--- config.mk ---
export PLATFORM = sky130hd
export DESIGN_NAME = index_skip_join_flat
export DESIGN_NICKNAME = d
export VERILOG_FILES = /design/src/rtl/pkg_extend_index.sv /design/src/rtl/index_skip_join_if.sv /design/src/rtl/index_join_fifo.sv /design/src/rtl/index_skip_join.sv /design/src/flat_wrapper.sv
export SDC_FILE = /design/constraint.sdc
export NUM_CORES = 1
export LEC_CHECK = 0
export ABC_CLOCK_PERIOD_IN_PS = 4920
export CORE_MARGIN = 8
export CORE_UTILIZATION = 35
export DETAILED_ROUTE_END_ITERATION = 10
export DONT_BUFFER_PORTS = 1
export GPL_TIMING_DRIVEN = 0
export PLACE_DENSITY = 0.5
export SYNTH_ARGS = -nofsm -noshare
export SYNTH_HDL_FRONTEND = slang
export SYNTH_HIERARCHICAL = 1
export SYNTH_SLANG_ARGS = --single-unit
--- constraint.sdc ---
create_clock -name clock -period 4.92 [get_ports clock]
set_input_delay 0.738 -clock clock [delete_from_list [all_inputs] [get_ports clock]]
set_output_delay 0.738 -clock clock [all_outputs]
set_load 0.03 [all_outputs]
--- src/rtl/pkg_extend_index.sv ---
// Shared types and constants for the index-compressed stream join unit.
package pkg_extend_index;

  localparam int WIDTH_INDEX = 8;

  parameter logic JOIN_INTERSECT = 1'b0;
  parameter logic JOIN_UNION     = 1'b1;

  typedef enum logic [2:0] {
    JOIN_IDLE    = 3'd0,
    JOIN_CMP     = 3'd1,
    JOIN_DRAIN_A = 3'd2,
    JOIN_DRAIN_B = 3'd3,
    JOIN_TERM    = 3'd4
  } fsm_join;

endpackage

--- src/rtl/index_skip_join_if.sv ---
// Stream bundle between the two index readers, the join unit and the PE side.
// Handshake: an input head is consumed in the cycle O_Ready_x is high (O_Ready_x
// implies I_Valid_x); an output beat transfers on a cycle with O_Valid & I_Ready,
// and all O_* beat fields hold steady while O_Valid & !I_Ready.
interface index_skip_join_if #(
  parameter int WIDTH_DATA  = 32,
  parameter int WIDTH_INDEX = 8
);
  logic                   I_Valid_A, I_Valid_B;
  logic [WIDTH_INDEX-1:0] I_Idx_A, I_Idx_B;
  logic [WIDTH_DATA-1:0]  I_Data_A, I_Data_B;
  logic                   I_Last_A, I_Last_B;
  logic                   O_Ready_A, O_Ready_B;
  logic                   O_Valid;
  logic [WIDTH_INDEX-1:0] O_Idx;
  logic [WIDTH_DATA-1:0]  O_Data_A, O_Data_B;
  logic                   O_Last, O_Null;
  logic                   I_Ready;

  modport slave (
    input  I_Valid_A, I_Valid_B, I_Idx_A, I_Idx_B, I_Data_A, I_Data_B,
    input  I_Last_A, I_Last_B, I_Ready,
    output O_Ready_A, O_Ready_B, O_Valid, O_Idx, O_Data_A, O_Data_B, O_Last, O_Null
  );

  modport master (
    output I_Valid_A, I_Valid_B, I_Idx_A, I_Idx_B, I_Data_A, I_Data_B,
    output I_Last_A, I_Last_B, I_Ready,
    input  O_Ready_A, O_Ready_B, O_Valid, O_Idx, O_Data_A, O_Data_B, O_Last, O_Null
  );
endinterface

--- src/rtl/index_join_fifo.sv ---
// First-word-fall-through output buffer; head fields read as zero while empty.
module index_join_fifo #(
  parameter int WIDTH_PAYLOAD = 74,
  parameter int DEPTH_BUF     = 4
) (
  input  logic                     clock,
  input  logic                     reset,
  input  logic                     wr_en,
  input  logic [WIDTH_PAYLOAD-1:0] wr_payload,
  output logic                     full,
  input  logic                     rd_ready,
  output logic                     rd_valid,
  output logic [WIDTH_PAYLOAD-1:0] rd_payload
);
  localparam int AW = $clog2(DEPTH_BUF);

  logic [WIDTH_PAYLOAD-1:0] mem [DEPTH_BUF];
  logic [AW-1:0]            wr_ptr, rd_ptr;
  logic [AW:0]              count;
  logic                     rd_fire;

  assign rd_valid   = (count != '0);
  assign rd_fire    = rd_valid & rd_ready;
  // A pop in the same cycle frees a slot, so full-and-draining accepts a write.
  assign full       = (count == (AW+1)'(DEPTH_BUF)) & ~rd_fire;
  assign rd_payload = rd_valid ? mem[rd_ptr] : '0;

  always_ff @(posedge clock) begin
    if (!reset) begin
      wr_ptr <= '0;
      rd_ptr <= '0;
      count  <= '0;
    end else begin
      if (wr_en)   wr_ptr <= wr_ptr + 1'b1;
      if (rd_fire) rd_ptr <= rd_ptr + 1'b1;
      case ({wr_en, rd_fire})
        2'b10:   count <= count + 1'b1;
        2'b01:   count <= count - 1'b1;
        default: count <= count;
      endcase
    end
  end

  always_ff @(posedge clock) begin
    if (wr_en) mem[wr_ptr] <= wr_payload;
  end
endmodule

--- src/rtl/index_skip_join.sv ---
// Merges two sorted sparse streams by head index (intersection or union),
// counting matches, flagging out-of-order indices and terminating each vector.
module index_skip_join
  import pkg_extend_index::*;
#(
  parameter int WIDTH_DATA  = 32,
  parameter int WIDTH_INDEX = pkg_extend_index::WIDTH_INDEX,
  parameter int DEPTH_BUF   = 4
) (
  input  logic                   clock,
  input  logic                   reset,
  input  logic                   I_Mode,
  index_skip_join_if.slave       join_bus,
  output logic [WIDTH_INDEX:0]   O_Count,
  output logic                   O_Busy,
  output logic                   O_Err,
  output fsm_join                O_State
);
  localparam int WP = 2 + WIDTH_INDEX + 2 * WIDTH_DATA;

  fsm_join                state, state_next;
  logic                   mode_q, last_sent_q, err_q;
  logic [WIDTH_INDEX:0]   count_q;
  logic [WIDTH_INDEX-1:0] prev_a, prev_b;
  logic                   seen_a, seen_b;
  logic                   start, take_a, take_b, end_a, end_b;
  logic                   wr_en, wr_last, wr_null, fifo_full, rd_valid;
  logic [WIDTH_INDEX-1:0] wr_idx;
  logic [WIDTH_DATA-1:0]  wr_data_a, wr_data_b;
  logic [WP-1:0]          rd_payload;

  always_comb begin
    state_next = state;
    start      = 1'b0;
    take_a     = 1'b0;
    take_b     = 1'b0;
    end_a      = 1'b0;
    end_b      = 1'b0;
    wr_en      = 1'b0;
    wr_last    = 1'b0;
    wr_null    = 1'b0;
    wr_idx     = '0;
    wr_data_a  = '0;
    wr_data_b  = '0;
    unique case (state)
      JOIN_IDLE: begin
        if (join_bus.I_Valid_A & join_bus.I_Valid_B) begin
          start      = 1'b1;
          state_next = JOIN_CMP;
        end
      end
      JOIN_CMP: begin
        if (join_bus.I_Valid_A & join_bus.I_Valid_B & ~fifo_full) begin
          take_a    = (join_bus.I_Idx_A <= join_bus.I_Idx_B);
          take_b    = (join_bus.I_Idx_B <= join_bus.I_Idx_A);
          end_a     = take_a & join_bus.I_Last_A;
          end_b     = take_b & join_bus.I_Last_B;
          wr_en     = (take_a & take_b) | (mode_q == JOIN_UNION);
          wr_idx    = take_a ? join_bus.I_Idx_A : join_bus.I_Idx_B;
          wr_data_a = take_a ? join_bus.I_Data_A : '0;
          wr_data_b = take_b ? join_bus.I_Data_B : '0;
          wr_last   = end_a & end_b;
          if (end_a & end_b) state_next = JOIN_TERM;
          else if (end_a)    state_next = JOIN_DRAIN_B;
          else if (end_b)    state_next = JOIN_DRAIN_A;
        end
      end
      JOIN_DRAIN_A: begin
        if (join_bus.I_Valid_A & ~fifo_full) begin
          take_a    = 1'b1;
          wr_en     = (mode_q == JOIN_UNION);
          wr_idx    = join_bus.I_Idx_A;
          wr_data_a = join_bus.I_Data_A;
          wr_last   = join_bus.I_Last_A;
          if (join_bus.I_Last_A) state_next = JOIN_TERM;
        end
      end
      JOIN_DRAIN_B: begin
        if (join_bus.I_Valid_B & ~fifo_full) begin
          take_b    = 1'b1;
          wr_en     = (mode_q == JOIN_UNION);
          wr_idx    = join_bus.I_Idx_B;
          wr_data_b = join_bus.I_Data_B;
          wr_last   = join_bus.I_Last_B;
          if (join_bus.I_Last_B) state_next = JOIN_TERM;
        end
      end
      JOIN_TERM: begin
        // A vector whose final beat was not Last-tagged gets a null terminator.
        if (last_sent_q) begin
          state_next = JOIN_IDLE;
        end else if (~fifo_full) begin
          wr_en      = 1'b1;
          wr_last    = 1'b1;
          wr_null    = 1'b1;
          state_next = JOIN_IDLE;
        end
      end
      default: state_next = JOIN_IDLE;
    endcase
  end

  always_ff @(posedge clock) begin
    if (!reset) state <= JOIN_IDLE;
    else        state <= state_next;
  end

  always_ff @(posedge clock) begin
    if (!reset) begin
      mode_q      <= JOIN_INTERSECT;
      last_sent_q <= 1'b0;
      err_q       <= 1'b0;
      count_q     <= '0;
      prev_a      <= '0;
      prev_b      <= '0;
      seen_a      <= 1'b0;
      seen_b      <= 1'b0;
    end else begin
      if (start) begin
        mode_q      <= I_Mode;
        count_q     <= '0;
        last_sent_q <= 1'b0;
        seen_a      <= 1'b0;
        seen_b      <= 1'b0;
      end
      if (take_a & take_b & (count_q != '1)) count_q <= count_q + 1'b1;
      if (wr_en & wr_last) last_sent_q <= 1'b1;
      if (take_a) begin
        prev_a <= join_bus.I_Idx_A;
        seen_a <= 1'b1;
        if (seen_a && (join_bus.I_Idx_A <= prev_a)) err_q <= 1'b1;
      end
      if (take_b) begin
        prev_b <= join_bus.I_Idx_B;
        seen_b <= 1'b1;
        if (seen_b && (join_bus.I_Idx_B <= prev_b)) err_q <= 1'b1;
      end
    end
  end

  index_join_fifo #(
    .WIDTH_PAYLOAD (WP),
    .DEPTH_BUF     (DEPTH_BUF)
  ) u_fifo (
    .clock      (clock),
    .reset      (reset),
    .wr_en      (wr_en),
    .wr_payload ({wr_last, wr_null, wr_idx, wr_data_a, wr_data_b}),
    .full       (fifo_full),
    .rd_ready   (join_bus.I_Ready),
    .rd_valid   (rd_valid),
    .rd_payload (rd_payload)
  );

  assign join_bus.O_Ready_A = take_a;
  assign join_bus.O_Ready_B = take_b;
  assign join_bus.O_Valid   = rd_valid;
  assign {join_bus.O_Last, join_bus.O_Null, join_bus.O_Idx,
          join_bus.O_Data_A, join_bus.O_Data_B} = rd_payload;

  assign O_Count = count_q;
  assign O_Busy  = (state != JOIN_IDLE);
  assign O_Err   = err_q;
  assign O_State = state;
endmodule
--- src/flat_wrapper.sv ---
// flat-port wrapper written by rule: the top's interface ports become plain ports
module index_skip_join_flat import pkg_extend_index::*;
#(
  parameter int WIDTH_DATA  = 32,
  parameter int WIDTH_INDEX = pkg_extend_index::WIDTH_INDEX,
  parameter int DEPTH_BUF   = 4
)
  (clock, reset, I_Mode, O_Count, O_Busy, O_Err, O_State, join_bus_I_Valid_A, join_bus_I_Valid_B, join_bus_I_Idx_A, join_bus_I_Idx_B, join_bus_I_Data_A, join_bus_I_Data_B, join_bus_I_Last_A, join_bus_I_Last_B, join_bus_I_Ready, join_bus_O_Ready_A, join_bus_O_Ready_B, join_bus_O_Valid, join_bus_O_Idx, join_bus_O_Data_A, join_bus_O_Data_B, join_bus_O_Last, join_bus_O_Null);
  index_skip_join_if #(.WIDTH_DATA(WIDTH_DATA), .WIDTH_INDEX(WIDTH_INDEX)) join_bus_i ();
  input  logic clock;
  input  logic reset;
  input  logic I_Mode;
  output logic [WIDTH_INDEX:0] O_Count;
  output logic O_Busy;
  output logic O_Err;
  output fsm_join O_State;
  input wire logic [$bits(join_bus_i.I_Valid_A)-1:0] join_bus_I_Valid_A;
  input wire logic [$bits(join_bus_i.I_Valid_B)-1:0] join_bus_I_Valid_B;
  input wire logic [$bits(join_bus_i.I_Idx_A)-1:0] join_bus_I_Idx_A;
  input wire logic [$bits(join_bus_i.I_Idx_B)-1:0] join_bus_I_Idx_B;
  input wire logic [$bits(join_bus_i.I_Data_A)-1:0] join_bus_I_Data_A;
  input wire logic [$bits(join_bus_i.I_Data_B)-1:0] join_bus_I_Data_B;
  input wire logic [$bits(join_bus_i.I_Last_A)-1:0] join_bus_I_Last_A;
  input wire logic [$bits(join_bus_i.I_Last_B)-1:0] join_bus_I_Last_B;
  input wire logic [$bits(join_bus_i.I_Ready)-1:0] join_bus_I_Ready;
  output wire logic [$bits(join_bus_i.O_Ready_A)-1:0] join_bus_O_Ready_A;
  output wire logic [$bits(join_bus_i.O_Ready_B)-1:0] join_bus_O_Ready_B;
  output wire logic [$bits(join_bus_i.O_Valid)-1:0] join_bus_O_Valid;
  output wire logic [$bits(join_bus_i.O_Idx)-1:0] join_bus_O_Idx;
  output wire logic [$bits(join_bus_i.O_Data_A)-1:0] join_bus_O_Data_A;
  output wire logic [$bits(join_bus_i.O_Data_B)-1:0] join_bus_O_Data_B;
  output wire logic [$bits(join_bus_i.O_Last)-1:0] join_bus_O_Last;
  output wire logic [$bits(join_bus_i.O_Null)-1:0] join_bus_O_Null;
  assign join_bus_i.I_Valid_A = join_bus_I_Valid_A;
  assign join_bus_i.I_Valid_B = join_bus_I_Valid_B;
  assign join_bus_i.I_Idx_A = join_bus_I_Idx_A;
  assign join_bus_i.I_Idx_B = join_bus_I_Idx_B;
  assign join_bus_i.I_Data_A = join_bus_I_Data_A;
  assign join_bus_i.I_Data_B = join_bus_I_Data_B;
  assign join_bus_i.I_Last_A = join_bus_I_Last_A;
  assign join_bus_i.I_Last_B = join_bus_I_Last_B;
  assign join_bus_i.I_Ready = join_bus_I_Ready;
  assign join_bus_O_Ready_A = join_bus_i.O_Ready_A;
  assign join_bus_O_Ready_B = join_bus_i.O_Ready_B;
  assign join_bus_O_Valid = join_bus_i.O_Valid;
  assign join_bus_O_Idx = join_bus_i.O_Idx;
  assign join_bus_O_Data_A = join_bus_i.O_Data_A;
  assign join_bus_O_Data_B = join_bus_i.O_Data_B;
  assign join_bus_O_Last = join_bus_i.O_Last;
  assign join_bus_O_Null = join_bus_i.O_Null;
  index_skip_join #(.WIDTH_DATA(WIDTH_DATA), .WIDTH_INDEX(WIDTH_INDEX), .DEPTH_BUF(DEPTH_BUF)) u_core (.clock(clock), .reset(reset), .I_Mode(I_Mode), .join_bus(join_bus_i), .O_Count(O_Count), .O_Busy(O_Busy), .O_Err(O_Err), .O_State(O_State));
endmodule
=== Word-level counts from Yosys, hierarchy flattened ===
Memory sizes are Yosys's and may differ from the RTL's. A register that Yosys moved wholly into a read port is not among the register bits.
Index checks and enable logic that the tools add are counted.

* Bitwise gates (word level): 16
* Add/sub/neg operators: 5
* Equality and inequality tests: 16
* Reductions and logical operators: 11
* $lt $le $gt $ge: 4
* Muxes and demuxes: 60

{| class="wikitable"
|+ Operator list
! kind !! number
|-
| 2-to-1 mux 32 bit || 6
|-
| one-hot mux 32 bit (2 select lines) || 2
|-
| 2-to-1 mux 74 bit || 1
|-
| 2-to-1 mux 3 bit || 11
|-
| <= comparator 8 bit || 4
|-
| 2-to-1 mux 8 bit || 4
|-
| 2-to-1 mux 1 bit || 25
|-
| one-hot mux 8 bit (3 select lines) || 1
|-
| 2-to-1 mux 9 bit || 2
|-
| one-hot mux 3 bit (5 select lines) || 1
|-
| bitwise AND 1 bit || 13
|-
| nonzero test 2 bit || 5
|-
| adder 9 x 1 -> 9 bit (second input constant) || 1
|-
| inequality test 9 bit (second input constant) || 1
|-
| inequality test 2 x 1 -> 1 bit (second input constant) || 4
|-
| one-hot mux 1 bit (4 select lines) || 2
|-
| AND reduction 8 bit || 1
|-
| == test 3 x 2 -> 1 bit (second input constant) || 2
|-
| == test 3 bit (second input constant) || 2
|-
| one-hot mux 3 bit (2 select lines) || 1
|-
| nonzero test 3 bit || 2
|-
| adder 2 x 1 -> 2 bit (second input constant) || 2
|-
| 2-to-1 mux 2 bit || 2
|-
| inequality test 2 bit (second input constant) || 2
|-
| 12 further kinds || 15
|}

* Output and inout port bits: 91
* Memories kept: 1
* Bits in writable memories: 296
* Bits in registers: 40

{| class="wikitable"
|+ Memories
! memory !! depth !! width !! read ports !! clocked after memory_dff !! wr ports !! RTL line !! source
|-
| u_core.u_fifo.mem || 4 || 74 || 1 || 1 || 1 || index_join_fifo.sv:17 || <nowiki>logic [WIDTH_PAYLOAD-1:0] mem [DEPTH_BUF];</nowiki>
|}

=== Depth between registers and ports, before layout ===
Gate-level depths: netlist of the first run.

* Depth after elaboration: 11
* Mapped depth: 13
* Depth with buffers taken out: 13

=== By module ===
Netlist of the first run, hierarchy kept.

{| class="wikitable"
|+ By module, submodules not included
! module !! area each (um^2) !! times used !! cells each
|-
| index_join_fifo || 11638.7 || 1 || 516
|-
| index_skip_join || 2847.7 || 1 || 370
|}

=== Worst setup path after synthesis of the first run ===
Ideal clock, no wire load.

* Path kind: input to register
* Start point: in join_bus_I_Idx_A[3]
* End point: mem u_core.u_fifo.mem[0][0], enable pin
* Stages on the path: 7
* Required time: 4.480 ns
* Library setup time: 0.440 ns
* Path slack: 0.989 ns
* Arrival: 3.491 ns
* Cell sequence: inv_1 -> ha_1 -> and4_1 -> a41oi_1 -> a31oi_1 -> or2_2 -> and2_1

* Word-level cells in the longest chain between the ends: 7

{| class="wikitable"
|+ RTL lines
! what !! RTL line !! source
|-
| start: declaration || flat_wrapper.sv:19 || <nowiki>input wire logic [$bits(join_bus_i.I_Idx_A)-1:0] join_bus_I_Idx_A;</nowiki>
|-
| <= comparator 8 bit (on tied branches) || index_skip_join.sv:54, index_skip_join.sv:55 ||
|-
| bitwise AND 1 bit (*) || index_skip_join.sv:58 || <nowiki>wr_en = (take_a & take_b) | (mode_q == JOIN_UNION);</nowiki>
|-
| bitwise OR 1 bit (*) || index_skip_join.sv:58 ||
|-
| 2-to-1 mux 1 bit (*) || index_skip_join.sv:53 || <nowiki>if (join_bus.I_Valid_A & join_bus.I_Valid_B & ~fifo_full) begin</nowiki>
|-
| one-hot mux 1 bit (4 select lines) (*) || index_skip_join.sv:45 || <nowiki>unique case (state)</nowiki>
|-
| via u_core.wr_en || index_skip_join.sv:27 || <nowiki>logic wr_en, wr_last, wr_null, fifo_full, rd_valid;</nowiki>
|-
| 2-to-1 mux 1 bit (*) || index_join_fifo.sv:45 || <nowiki>if (wr_en) mem[wr_ptr] <= wr_payload;</nowiki>
|-
| 2-to-1 mux 1 bit (not written as such) (*) || index_join_fifo.sv:45 ||
|-
| end: declaration || index_join_fifo.sv:17 ||
|}

The timed path passes the listed nets; every way through them passes the cells marked *.

=== Final worst setup path of the first run ===
* Start point: reg u_core.u_fifo.count[1]
* End point: out join_bus_O_Ready_A

* Word-level cells in the longest chain between the ends: 8

{| class="wikitable"
|+ RTL lines
! what !! RTL line !! source
|-
| start: declaration || index_join_fifo.sv:19 || <nowiki>logic [AW:0] count;</nowiki>
|-
| start signal: assignment || index_join_fifo.sv:37 || <nowiki>2'b10: count <= count + 1'b1;</nowiki>
|-
| start signal: assignment || index_join_fifo.sv:38 || <nowiki>2'b01: count <= count - 1'b1;</nowiki>
|-
| start signal: assignment || index_join_fifo.sv:39 || <nowiki>default: count <= count;</nowiki>
|-
| nonzero test 3 bit || index_join_fifo.sv:22 || <nowiki>assign rd_valid = (count != '0);</nowiki>
|-
| bitwise AND 1 bit || index_join_fifo.sv:23 || <nowiki>assign rd_fire = rd_valid & rd_ready;</nowiki>
|-
| inverter 1 bit || index_join_fifo.sv:25 || <nowiki>assign full = (count == (AW+1)'(DEPTH_BUF)) & ~rd_fire;</nowiki>
|-
| bitwise AND 1 bit (*) || index_join_fifo.sv:25 ||
|-
| via u_core.fifo_full || index_skip_join.sv:27 ||
|-
| inverter 1 bit (*) || index_skip_join.sv:53, index_skip_join.sv:69 ||
|-
| bitwise AND 1 bit (on tied branches) || index_skip_join.sv:69, index_skip_join.sv:53 ||
|-
| 2-to-1 mux 1 bit (on tied branches) || index_skip_join.sv:69, index_skip_join.sv:53 ||
|-
| one-hot mux 1 bit (2 select lines) (*) || index_skip_join.sv:45 ||
|-
| end: declaration || flat_wrapper.sv:26 || <nowiki>output wire logic [$bits(join_bus_i.O_Ready_A)-1:0] join_bus_O_Ready_A;</nowiki>
|}

Marks and branches as above.

==> reports/results.md, run 1 <==
## CTS
- Inserted Clock Buffers: 39
- Max clock buf depth: 3
- hold-fix buffers at CTS: 0
- number of buffers inserted by post-CTS setup repair: 0
- Clock Latency Late Sink: 0.54 ns
- Reg clk slew, reported paths: 0.06 ns
- cell at the root of the clock tree: sky130_fd_sc_hd__clkbuf_16
- post-CTS sizing: 0
- clock net sink count: 338
- number of H-tree levels: 2
- clock tree from TritonCTS: built

## Yosys
- cell type with the largest total area after synthesis: sky130_fd_sc_hd__edfxtp_1
- cell area after technology mapping: 0.01449 mm^2
- proportion of synthesized chip area in sequential cells: 0.6716
- main area contributors after synthesis: sky130_fd_sc_hd__edfxtp_1 (61%), sky130_fd_sc_hd__mux4_2 (12%), sky130_fd_sc_hd__and2_1 (6.7%)
- top-count cell post-synth: sky130_fd_sc_hd__edfxtp_1
- share of the synthesized netlist area taken by xor and xnor gates: 0.003628
- Synth Area in Compound Gates: 0.03921
- adder-cell area share of the yosys netlist: 0.02816
- leading cell types by count after synthesis: sky130_fd_sc_hd__edfxtp_1 (296), sky130_fd_sc_hd__and2_1 (154), sky130_fd_sc_hd__mux4_2 (74), sky130_fd_sc_hd__nand2_1 (49), sky130_fd_sc_hd__dfxtp_1 (42)
- most frequently used flop master after synthesis: sky130_fd_sc_hd__edfxtp_1
- area fraction of the dominant cell type after synthesis: 0.6136
- ys async rst share: 0
- post-synthesis share of cell area spent on and, or, nand and nor gates: 0.1083
- post-synthesis instance total: 886
- proportion of synthesized area in mux cells: 0.1226
- average instance area after synthesis: 16.35 um^2
- combinational family with the most area after synthesis: multiplexers
- number of distinct library cells after synthesis: 56
- register bit total from synthesis: 338
- Synthesis Warnings: 6
- net count after synthesis: 1006
- number of flops mapped to enable cells by yosys: 296

## Placed design
- Placed Cells incl. Taps: 1422
- worst slack, placed: 0.7538 ns
- instance area at placement: 0.01526 mm^2
- detailed-placement wirelength estimate: 21870 um
- Port-buffer cells: 0
- RePlAce Congestion: 0.7520

## Timing
- PnR worst setup slack: 0.8816 ns
- worst clock skew: 0.01853 ns
- maximum clock rate: 0.2476 GHz
- final clock period utilization by the worst path: 0.8208
- worst slew margin relative to its limit: 0.1681
- slew at the pin with the worst max-slew slack: 1.230 ns
- hold slack: 0.3307 ns
- Final Max Tran Viols: 0
- final count of hold timing violations: 0
- Final min period: 4.038 ns
- unrepaired setup endpoints after global routing: no
- final setup fails: 0

## Power and ir drop
- Leak Pwr: 5.315 nW
- Max IR drop VDD: 0.2534 mV
- Power Dens Cells: 369.7 mW/mm^2

## Route
- count of antenna-violating nets left after detailed routing: 0
- number of design rule violations left after detail routing: 0
- Vias per Instance: 5.046
- Via Count: 7523
- WL/cell: 22.03 um
- 1st-iter DRT viols: 380
- DRT Pass-1 Iters: 4
- total wirelength of the detailed-routed design: 32850 um

## Final layout
- fraction of layout cells with a size suffix above 1: 0.1787
- FF/Latch Area: 0.009729 mm^2
- nets: 1051
- post-route design area: 0.01653 mm^2
- final standard cell count with taps included and fillers excluded: 1491
- layout overhead on the synthesized area: 14.12%
- number of fillers in the final layout: 3734
- Multi-input gate area: 0.004384 mm^2

## Critical path
- CP arrival: 3.30 ns
- largest driver fanout on the critical path: 10
- required time at the worst-slack endpoint: 4.18 ns
- worst setup path category: reg2out
- CP Launch Type: flip-flop
- CP endpoint kind: output port

## Floorplan
- Die Height: 219.4 um
- die extent in x: 219.4 um
- row cnt: 74
- initial core utilization: 0.3548
- die footprint: 0.04816 mm^2
- top-level I/O count: 179
- standard cell core area: 0.04083 mm^2

## Hold path
- Hold Crit Class: in2reg

## Global route
- vias in the first global route: 8168
- maximum number of pins on one net before global-route repair: 44
- total global-route track usage: 0.1373
- wire length of the first global-routing pass: 50050 um
- number of antenna violations at the first check in global routing: 2
- Remaining Overflow, GRT: 0

## Job
- max-cap check violation count: 0

## Status
- run status: finished clean

## layout by cell type (no fill, tap or decap), types with 4 or more instances in the layout
master and count:
sky130_fd_sc_hd__a21boi_0 6, sky130_fd_sc_hd__o21ai_0 13, sky130_fd_sc_hd__nand4_1 9, sky130_fd_sc_hd__dfxtp_1 42, sky130_fd_sc_hd__o2111ai_1 4, sky130_fd_sc_hd__a31oi_1 6
sky130_fd_sc_hd__mux4_2 74, sky130_fd_sc_hd__a21oi_1 12, sky130_fd_sc_hd__o211ai_1 4, sky130_fd_sc_hd__clkinv_1 5, sky130_fd_sc_hd__and2_4 4, sky130_fd_sc_hd__buf_2 12
sky130_fd_sc_hd__a21boi_1 8, sky130_fd_sc_hd__edfxtp_1 296, sky130_fd_sc_hd__clkbuf_16 41, sky130_fd_sc_hd__ha_1 31, sky130_fd_sc_hd__nand3_1 7, sky130_fd_sc_hd__nand2_1 49
sky130_fd_sc_hd__inv_1 36, sky130_fd_sc_hd__and2_1 150, sky130_fd_sc_hd__o21a_1 4, sky130_fd_sc_hd__xnor2_1 4, sky130_fd_sc_hd__nor2_1 11, sky130_fd_sc_hd__buf_6 12
sky130_fd_sc_hd__clkbuf_1 22, sky130_fd_sc_hd__clkinv_2 4, sky130_fd_sc_hd__mux2i_1 11, sky130_fd_sc_hd__bufinv_16 4, sky130_fd_sc_hd__nor2b_1 17
## kinds of logic after synthesis
family,Yosys count
xor gates and xnor gates,6
adders and majority gates,32
and+or+nand+nor,271
buffers and inverters,74
AOI/OAI and AO/OA,80
DFF,338
muxes,85
## power breakdown
part	internal, W	total (W)	switching (W)
clock	0.00175	0.00284	0.00109
sequential	0.00309	0.00310	0.00000785
combinational	0.0000652	0.000170	0.000105
total	0.00491	0.00611	0.00120
## flip-flops by register name, indices dropped and copies added (netlist names), named ones only
register and cells:
u_core/u_fifo/mem 296, u_core/O_Count 9, u_core/prev_a 8, u_core/prev_b 8
u_core/O_State 3, u_core/u_fifo/count 3, u_core/u_fifo/rd_ptr 2, u_core/u_fifo/wr_ptr 2
u_core/O_Err 1, u_core/last_sent_q 1, u_core/mode_q 1, u_core/seen_a 1
u_core/seen_b 1
## critical path, cell delays in order, from the launching register on
cell and delay [ns]:
sky130_fd_sc_hd__dfxtp_1 0.34, sky130_fd_sc_hd__nor4b_1 1.05, sky130_fd_sc_hd__and4bb_2 0.36, sky130_fd_sc_hd__nand2_1 0.20, sky130_fd_sc_hd__nand2_1 0.09, sky130_fd_sc_hd__o21ai_2 0.22, sky130_fd_sc_hd__inv_2 0.23, sky130_fd_sc_hd__buf_2 0.28
## per-layer routing
layer  routed length [um]  global-route usage  vias to the layer above
met3                 2599             0.05012                       45
met5                   13                   0                        -
met4                  567             0.03826                        2
li1                     -                   -                     3470
met1                13620              0.1655                     3839
met2                16060              0.2293                      167
## cell type report
cell class              instances  area share
flip-flops and latches        338      0.5885
multi-input cells             474      0.2652
clock buffers                  52     0.06577
well taps                     532     0.04026
plain buffers                  37     0.01476
clock inverters                15     0.01060
inverters                      37    0.008401
repair buffers                  4    0.006206
diodes                          2   0.0003027
## path summary, 6_finish.rpt
| check | start | to | slack (ns) | cells after the start |
|---|---|---|---|---|
| worst min-delay path | reset | u_core/u_fifo/wr_ptr[0]$_SDFFE_PN0P_ | 0.33 | 1 |
| worst max-delay path | u_core/u_fifo/count[1]$_SDFFE_PN0P_ | join_bus_O_Ready_A | 0.88 | 7 |
| worst max register to register | u_core/u_fifo/count[1]$_SDFFE_PN0P_ | u_core/u_fifo/count[2]$_SDFFE_PN0P_ | 1.08 | 12 |
| worst min register to register | u_core/prev_a[5]$_SDFFE_PN0N_ | u_core/prev_a[5]$_SDFFE_PN0N_ | 0.45 | 2 |
## stage by stage
stage | utilization | TNS, ns | power (W)
2_1_floorplan | - | 0 | 0.003289
3_3_place_gp | 0.3711 | -243.16 | 0.003333
3_5_place_dp | 0.3738 | 0 | 0.003333
4_1_cts | 0.4048 | 0 | 0.006205
5_1_grt | 0.4048 | 0 | 0.006322
6_report | 0.4049 | 0 | 0.006112
Power figures use the tool's default switching activity.
==> run 2: changes to the inputs <==
--- a/config.mk
+++ b/config.mk
@@ -5,13 +5,13 @@
 export SDC_FILE = /design/constraint.sdc
 export NUM_CORES = 1
 export LEC_CHECK = 0
-export ABC_CLOCK_PERIOD_IN_PS = 4920
+export ABC_CLOCK_PERIOD_IN_PS = 3500
 export CORE_MARGIN = 8
 export CORE_UTILIZATION = 35
 export DETAILED_ROUTE_END_ITERATION = 10
 export DONT_BUFFER_PORTS = 1
 export GPL_TIMING_DRIVEN = 0
-export PLACE_DENSITY = 0.5
+export PLACE_DENSITY = 0.52
 export SYNTH_ARGS = -nofsm -noshare
 export SYNTH_HDL_FRONTEND = slang
 export SYNTH_HIERARCHICAL = 1
==> constraint.sdc (replaced) <==
create_clock -name clock -period 3.5 [get_ports clock]
set_input_delay 0.525 -clock clock [delete_from_list [all_inputs] [get_ports clock]]
set_output_delay 0.525 -clock clock [all_outputs]
set_load 0.03 [all_outputs]
==> reports/results.md, run 2 (synthesis results as in run 1) <==
## Status
- run status: finished clean

## Route
- 1st-iter DRT viols: 381, +0.26%
- number of design rule violations left after detail routing: 0, unchanged
- Vias per Instance: 5.031, -0.29%
- DRT Pass-1 Iters: 6, +2
- count of antenna-violating nets left after detailed routing: 0, unchanged
- top layer in use: met4
- Via Count: 7506, -0.23%
- total routed wire length on the met1 layer: 13860 um, +1.8%
- total wirelength of the detailed-routed design: 32640 um, -0.64%
- met3 WL post-DR: 2326 um, -11%
- length of routed met2 wiring: 15840 um, -1.4%
- WL/cell: 21.88 um, -0.71%

## Timing
- final count of hold timing violations: 0, unchanged
- maximum clock rate: 0.3068 GHz
- unrepaired setup endpoints after global routing: no
- Final Max Tran Viols: 0, unchanged
- final clock period utilization by the worst path: 0.9311
- final setup fails: 0, unchanged
- Final min period: 3.259 ns
- slew at the pin with the worst max-slew slack: 0.8352 ns, -0.3952 ns
- worst clock skew: 0.01025 ns, -0.008281 ns
- Sum Neg Setup Slack: 0 ns, unchanged
- worst slew margin relative to its limit: 0.4432, +0.2751

## Critical path
- family of cells with the greatest summed delay on the critical path: simple AND/OR/NAND/NOR gates
- Critical Path, Cell by Cell: nor4b_4 > nand4b_1 > nand2_1 > o21ai_2 > inv_2 > buf_2
- CP arrival: 2.73 ns, -0.57 ns
- buffers and inverters on the worst path: 2, unchanged
- slowest cell on the critical path: sky130_fd_sc_hd__nor4b_4
- crit-path max cell delay: 0.50 ns, -0.55 ns
- largest driver fanout on the critical path: 10, unchanged
- CP endpoint kind: output port
- required time at the worst-slack endpoint: 2.97 ns, -1.21 ns
- worst setup path category: reg2out
- CP Launch Type: flip-flop
- flop2flop setup slack: 0.29 ns, -0.79 ns

## Final layout
- number of fillers in the final layout: 3730, -0.11%
- register with the most flip-flops: u_core/u_fifo/mem
- commonest non-fill, non-tap cell in the layout: sky130_fd_sc_hd__edfxtp_1
- post-route design area: 0.01646 mm^2, -0.43%
- fraction of layout cells with a size suffix above 1: 0.1794, +0.0006701
- layout overhead on the synthesized area: 13.63%
- max FFs per register: 296, unchanged
- commonest non-fill, non-tap cells in the layout: sky130_fd_sc_hd__edfxtp_1 (296), sky130_fd_sc_hd__and2_1 (150), sky130_fd_sc_hd__mux4_2 (74)
- nets: 1050, -0.095%
- final cell utilization of the core: 0.4031, -0.001746

## Placed design
- Port-buffer cells: 0, unchanged
- detailed-placement wirelength estimate: 22020 um, +0.68%
- instance area at placement: 0.01527 mm^2, about the same
- RePlAce Congestion: 0.7594, +0.98%

## CTS
- clock net sink count: 338, unchanged
- Max clock buf depth: 3, unchanged
- cell at the root of the clock tree: sky130_fd_sc_hd__clkbuf_16
- hold-fix buffers at CTS: 0, unchanged
- Reg clk slew, reported paths: 0.06 ns, about the same
- clock tree from TritonCTS: built
- Inserted Clock Buffers: 38, -2.6%
- number of H-tree levels: 2, unchanged
- number of buffers inserted by post-CTS setup repair: 0, unchanged
- Clock Latency Late Sink: 0.53 ns, about the same

## Global route
- vias in the first global route: 7912, -3.1%
- total global-route track usage: 0.1355, -0.001784
- wire length of the first global-routing pass: 49350 um, -1.4%
- Remaining Overflow, GRT: 0, unchanged
- maximum number of pins on one net before global-route repair: 46, +4.5%
- number of antenna violations at the first check in global routing: 1, -1

## Floorplan
- standard cell core area: 0.04083 mm^2, unchanged
- row cnt: 74, unchanged
- die extent in x: 219.4 um, unchanged
- initial core utilization: 0.3548, unchanged
- Die Height: 219.4 um, unchanged
- die footprint: 0.04816 mm^2, unchanged
- top-level I/O count: 179, unchanged

## Power and ir drop
- Max IR drop VDD: 0.2491 mV, -1.7%
- Leak Pwr: 5.272 nW, -0.81%
- overall power consumption: 0.008343 W, +36%
- Power Dens Cells: 506.8 mW/mm^2, +37%

## Job
- max-cap check violation count: 0, unchanged

## Hold path
- Hold Crit Class: in2reg

-- run 2: cell types whose count changed in the layout (fill, tap and decap cells not counted), sizes merged --
cell / before / now
bufinv: 4 / 2
clkbuf: 65 / 62
clkinv: 9 / 15
clkinvlp: 1 / 2
diode: 2 / 1
-- run 2: where the power goes --
group          internal (W)  switching (W)
combinational     0.0000923       0.000148
clock               0.00220        0.00155
sequential          0.00435      0.0000110
total               0.00663        0.00171
-- run 2: layer usage --
| metal | up-vias | GRT usage |
|---|---|---|
| met1 | 3809 | 0.1727 |
| met2 | 185 | 0.2205 |
| li1 | 3471 | - |
| met5 | - | 0 |
| met4 | 0 | 0.04471 |
| met3 | 41 | 0.03828 |
-- run 2: worst register-to-register path: cells and delay by family, from the launching register on --
kind,cells,cell delay [ns]
simple gates,5,1.67
flops,1,0.36
buf+inv,2,0.15
compound gates,2,0.27
fa+ha+maj,2,0.54
xor+xnor,1,0.16
-- run 2: cell type report --
type                    instances  area, um^2  area share
plain buffers                  37       244.0     0.01482
clock buffers                  49        1013     0.06157
well taps                     532       665.6     0.04044
flip-flops and latches        338        9729      0.5911
repair buffers                  4       110.1    0.006689
multi-input cells             474        4404      0.2676
diodes                          1       2.502   0.0001520
inverters                      37       138.9    0.008437
clock inverters                20       152.6    0.009273
-- run 2: what timing repair did --
action                                  4_1_cts  5_1_grt
endpoints found under the hold margin         0        0
endpoints found under the setup margin        7        1
pin swaps                                     0        1
gates resized for setup                       2        2
-- run 2: path summary, 6_finish.rpt --
path,start,endpoint,depth (start not counted)
worst max-delay path,u_core/u_fifo/count[1]$_SDFFE_PN0P_,join_bus_O_Ready_A,6
worst min-delay path,reset,u_core/u_fifo/count[0]$_SDFFE_PN0P_,1
worst max register to register,u_core/u_fifo/count[1]$_SDFFE_PN0P_,u_core/u_fifo/count[2]$_SDFFE_PN0P_,12
worst min register to register,u_core/prev_a[5]$_SDFFE_PN0N_,u_core/prev_a[5]$_SDFFE_PN0N_,2
-- run 2: per-stage QoR --
| step | setup WS [ns] | cells | hold WS, ns |
|---|---|---|---|
| floorplan | 0.2509 | 886 | 0.4351 |
| global placement | -0.6795 | 1418 | 0.4423 |
| detailed placement | -0.5303 | 1422 | 0.4515 |
| CTS | 0.1053 | 1491 | 0.07659 |
| global route | 0.02087 | 1491 | 0.08908 |
| finish | 0.2410 | 1492 | 0.1151 |
